--- config.mk ---
export PLATFORM = sky130hd
export DESIGN_NAME = rsa_xcel_mont_mont_convert_out
export DESIGN_NICKNAME = d
export VERILOG_FILES = /design/src/rtl/rsa_xcel_mont_pkg.sv /design/src/rtl/rsa_xcel_mont_mont_redc_step.sv /design/src/rtl/rsa_xcel_mont_mont_convert_out.sv
export SDC_FILE = /design/constraint.sdc
export NUM_CORES = 1
export LEC_CHECK = 0
export BUFFER_PORTS_ARGS = -buffer_cell sky130_fd_sc_hd__buf_2
export CORE_UTILIZATION = 50
export DETAILED_ROUTE_END_ITERATION = 12
export PLACE_DENSITY_LB_ADDON = 0.1
export SYNTH_ARGS = -nofsm -noshare
export SYNTH_HDL_FRONTEND = slang
export SYNTH_SLANG_ARGS = --single-unit
--- constraint.sdc ---
create_clock -name clk -period 4.2 [get_ports clk]
set_clock_uncertainty 0.05 [all_clocks]
set_input_delay 0.84 -clock clk [delete_from_list [all_inputs] [get_ports clk]]
set_output_delay 0.84 -clock clk [all_outputs]
set_load 0.005 [all_outputs]
--- src/rtl/rsa_xcel_mont_pkg.sv ---
// Shared definitions for the Montgomery RSA datapath blocks.
package rsa_xcel_mont_pkg;

    localparam int unsigned MONT_NBITS = 32;
    localparam int unsigned MONT_CNT_W = $clog2(MONT_NBITS) + 1;

    typedef enum logic [1:0] {
        IDLE,
        CALC,
        FIX,
        DONE
    } mont_state_e;

endpackage

--- src/rtl/rsa_xcel_mont_mont_redc_step.sv ---
// One radix-2 Montgomery reduction iteration: (acc + (acc odd ? n : 0)) / 2.
module rsa_xcel_mont_mont_redc_step
    import rsa_xcel_mont_pkg::*;
#(
    parameter int unsigned NBITS = MONT_NBITS
) (
    input  logic [NBITS:0]   acc_in,
    input  logic [NBITS-1:0] n,
    output logic [NBITS:0]   acc_out
);

    logic [NBITS+1:0] sum;

    // Two guard bits so acc + n never wraps before the halving shift.
    always_comb begin
        sum     = {1'b0, acc_in} + (acc_in[0] ? {2'b00, n} : '0);
        acc_out = sum[NBITS+1:1];
    end

endmodule

--- src/rtl/rsa_xcel_mont_mont_convert_out.sv ---
// Converts a value out of Montgomery form: out = x_mont * 2^-NBITS mod n, one bit per cycle.
module rsa_xcel_mont_mont_convert_out
    import rsa_xcel_mont_pkg::*;
#(
    parameter int unsigned NBITS = MONT_NBITS
) (
    input  logic               clk,
    input  logic               reset,
    input  logic [2*NBITS-1:0] istream_msg,
    input  logic               istream_val,
    output logic               istream_rdy,
    output logic [NBITS-1:0]   ostream_msg,
    output logic               ostream_val,
    input  logic               ostream_rdy
);

    localparam int unsigned CNT_W = MONT_CNT_W;
    localparam logic [CNT_W-1:0] LAST_CNT = CNT_W'(NBITS - 1);

    mont_state_e      state_q, state_d;
    logic [NBITS:0]   acc_q, acc_d;
    logic [NBITS-1:0] n_q, n_d;
    logic [CNT_W-1:0] cnt_q, cnt_d;
    logic [NBITS:0]   step_acc;

    rsa_xcel_mont_mont_redc_step #(
        .NBITS (NBITS)
    ) u_redc_step (
        .acc_in  (acc_q),
        .n       (n_q),
        .acc_out (step_acc)
    );

    always_comb begin
        state_d     = state_q;
        acc_d       = acc_q;
        n_d         = n_q;
        cnt_d       = cnt_q;
        istream_rdy = 1'b0;
        ostream_val = 1'b0;
        ostream_msg = '0;
        case (state_q)
            IDLE: begin
                istream_rdy = 1'b1;
                if (istream_val) begin
                    acc_d   = {1'b0, istream_msg[NBITS-1:0]};
                    n_d     = istream_msg[2*NBITS-1:NBITS];
                    cnt_d   = '0;
                    state_d = CALC;
                end
            end
            CALC: begin
                acc_d = step_acc;
                cnt_d = cnt_q + 1'b1;
                if (cnt_q == LAST_CNT) begin
                    state_d = FIX;
                end
            end
            FIX: begin
                // After NBITS steps acc <= n, so one subtract fully reduces.
                if (acc_q >= {1'b0, n_q}) begin
                    acc_d = acc_q - {1'b0, n_q};
                end
                state_d = DONE;
            end
            DONE: begin
                ostream_val = 1'b1;
                ostream_msg = acc_q[NBITS-1:0];
                if (ostream_rdy) begin
                    state_d = IDLE;
                end
            end
            default: begin
                state_d = IDLE;
            end
        endcase
    end

    always_ff @(posedge clk or negedge reset) begin
        if (!reset) begin
            state_q <= IDLE;
            acc_q   <= '0;
            n_q     <= '0;
            cnt_q   <= '0;
        end else begin
            state_q <= state_d;
            acc_q   <= acc_d;
            n_q     <= n_d;
            cnt_q   <= cnt_d;
        end
    end

endmodule

==> impl_metrics.ini <==
[synth]
synth_warnings = 0
synth_seq_cells = 73
ys_types = 77
synth_area_per_cell_um2 = 7.788
async_flop_share_pct = 100.0
synth_edf_count = 0
syn_inst = 1021
mappedNetlistArea_mm2 = 0.007951
yosysSeqAreaShare_pct = 22.97
ys.flop_type = dfrtp_1
postSynthNetCount = 1160

[grt]
grt_pass1_vias = 7643
grt_pass1_wl_um = 39700
antenna_found_initial = 0
grt_usage_pct = 31.02
grt-ovfl-total = 0
grt_max_degree = 74

[setup_path]
crit_start = acc_q[0]
worstReg2RegEnd = acc_q[31]
crit_required_ns = 4.43
r2r-start = acc_q[0]
end_kind = flop
critPathKind = reg2reg
cp_max_fo = 17
worstPathArrival_ns = 4.00
reg2reg_depth = 12
start_kind = flop
r2r_slack_ns = 0.43

[floorplan]
die_w_um = 128.1
rows = 45
coreArea_mm2 = 0.01537
dieArea_mm2 = 0.01641
start_util_pct = 51.73
io_pins = 102
die_y_um = 128.1

[clock_tree]
cts_tree = yes
cts_num_sinks = 73
clockBufferDepth = 2
htree_levels = 3
insertion_delay_ns = 0.36
numCtsBuffers = 9
post_cts_buffers = 0
cts_resized = 0
clk_pin_slew_worst_paths_ns = 0.06
clockRootBuffer = clkbuf_16
holdBufCountCts = 0

[sta]
tns_ns = 0
maxSlewHeadroom_pct = 36.02
period_share_pct = 89.80
setup-violations-final = 0
fin_crit_ns = 3.771
worst_slack_ns = 0.4285
slew_viol_final = 0
tightest_slew_ns = 0.9597
max_freq_mhz = 265.1
whs_ns = 0.4554
rsz0062_at_grt = no
hold_violations = 0

[flow_run]
maxCapViolations = 0

[final_layout]
num_antenna_cells = 0
drive_gt1_share_pct = 16.54
nNetsFinal = 1223
syn_to_final_growth_pct = 11.58
final_util_pct = 57.72
fill_cells = 1482

[detailed_routing]
via_count = 7945
drt-pass1-iter-count = 6
drt_iter0_markers = 601
ant_nets = 0
viasPerCell = 6.116
wl_per_cell_um = 18.81
drt_drc_violations_left = 0
routed_wirelength_um = 24430

[placement]
dp_hpwl_um = 18470
place_congestion = 0.9392
port_buffers = 101
dpl_worst_slack_ns = 0.5085

[hold_path]
min_to = n_q[16]
hold-path-cell-count = 1
hold_path.startpoint = n_q[16]
hold_path.class = reg2reg

[outcome]
outcome = completed
through the flow:
step / std cells / instance area, um^2
floorplan: 1021 / 7951
global placement: 1284 / 8539
detailed placement: 1284 / 8539
CTS: 1299 / 8872
global route: 1299 / 8872
finish: 1299 / 8872
cells in the final DEF, fill, tap and decap left out, drive strengths merged, types with 14 or more instances in the layout:
cell type  synthesis  routed
nand4             28      28
o31ai             26      26
inv               54      54
a21o              32      32
nor3              24      24
buf               25     113
nand3             29      29
dfrtp             73      73
o211ai            19      19
and2              36      36
nand2             87      87
mux2              36      36
a21oi             81      81
o21ai             43      43
ha                69      69
xor2              14      14
nand2b            22      22
nor2             100     100
a221oi            18      18
a211oi            14      14
xnor2             27      27
cell type report:
class / count / area [um^2] / area share [%]
Inverter: 54 / 202.7 / 2.285
Clock buffer: 9 / 225.2 / 2.538
Tap cell: 211 / 264.0 / 2.976
Multi-Input combinational cell: 833 / 5648 / 63.66
Clock inverter: 6 / 107.6 / 1.213
Timing Repair Buffer: 113 / 598.1 / 6.741
Sequential cell: 73 / 1827 / 20.59
worst max-delay path, cell delays in order (launching register included):
cell,delay (ns)
dfrtp_1,0.41
inv_1,0.43
buf_4,0.34
nor2_1,0.08
ha_1,0.40
a21o_1,0.23
or3b_2,0.46
a211oi_1,0.27
o31ai_1,0.13
a21o_1,0.18
a31oi_1,0.20
mux2_1,0.35
a31oi_1,0.16
per-layer routing:
layer	wire length, um	up-vias	GRT usage [%]
li1	-	3856	-
met1	11250	3748	41.64
met2	11040	297	49.94
met3	1592	44	5.551
met4	546	0	10.93
met5	0	-	0
how the worst max path moves through the flow:
stage	to	slack, ns	depth (start not counted)
floorplan	acc_q[28]	0.96	13
global placement	acc_q[31]	0.60	12
detailed placement	acc_q[20]	0.51	11
CTS	acc_q[20]	0.49	11
global route	acc_q[20]	0.13	11
finish	acc_q[31]	0.43	12
cells in the mapped netlist (all sizes together) (18+ instances only):
cell | n | area, um^2
o211ai | 19 | 142.6
nor3 | 24 | 125.1
nand4 | 28 | 181.4
and2 | 36 | 226.5
buf | 25 | 137.6
nor2 | 100 | 375.4
a21oi | 81 | 412.9
nand2b | 22 | 137.6
xnor2 | 27 | 236.5
a221oi | 18 | 157.7
nand2 | 87 | 326.6
a21o | 32 | 240.2
dfrtp | 73 | 1827
clkbuf | 36 | 136.4
mux2 | 36 | 405.4
inv | 54 | 202.7
nand3 | 29 | 145.1
o31ai | 26 | 195.2
ha | 69 | 863.3
o21ai | 43 | 219.0
sequential cells by signal, indices dropped and copies added, names as in the netlist:
register	flops
cnt_q	6
n_q	32
state_q	2
acc_q	33
cells by family after synthesis:
family | Yosys count | share of synthesized area [%]
xor gates and xnor gates | 41 | 4.516
DFF | 73 | 22.97
buffers and inverters | 115 | 5.995
AOI/OAI and AO/OA | 299 | 25.18
adders and majority gates | 71 | 11.36
and+or+nand+nor | 376 | 23.62
muxes | 46 | 6.357
Power is left out: the tool's default activity adds up to more than one toggle a clock period on the data nets, which glitch-free logic cannot reach.
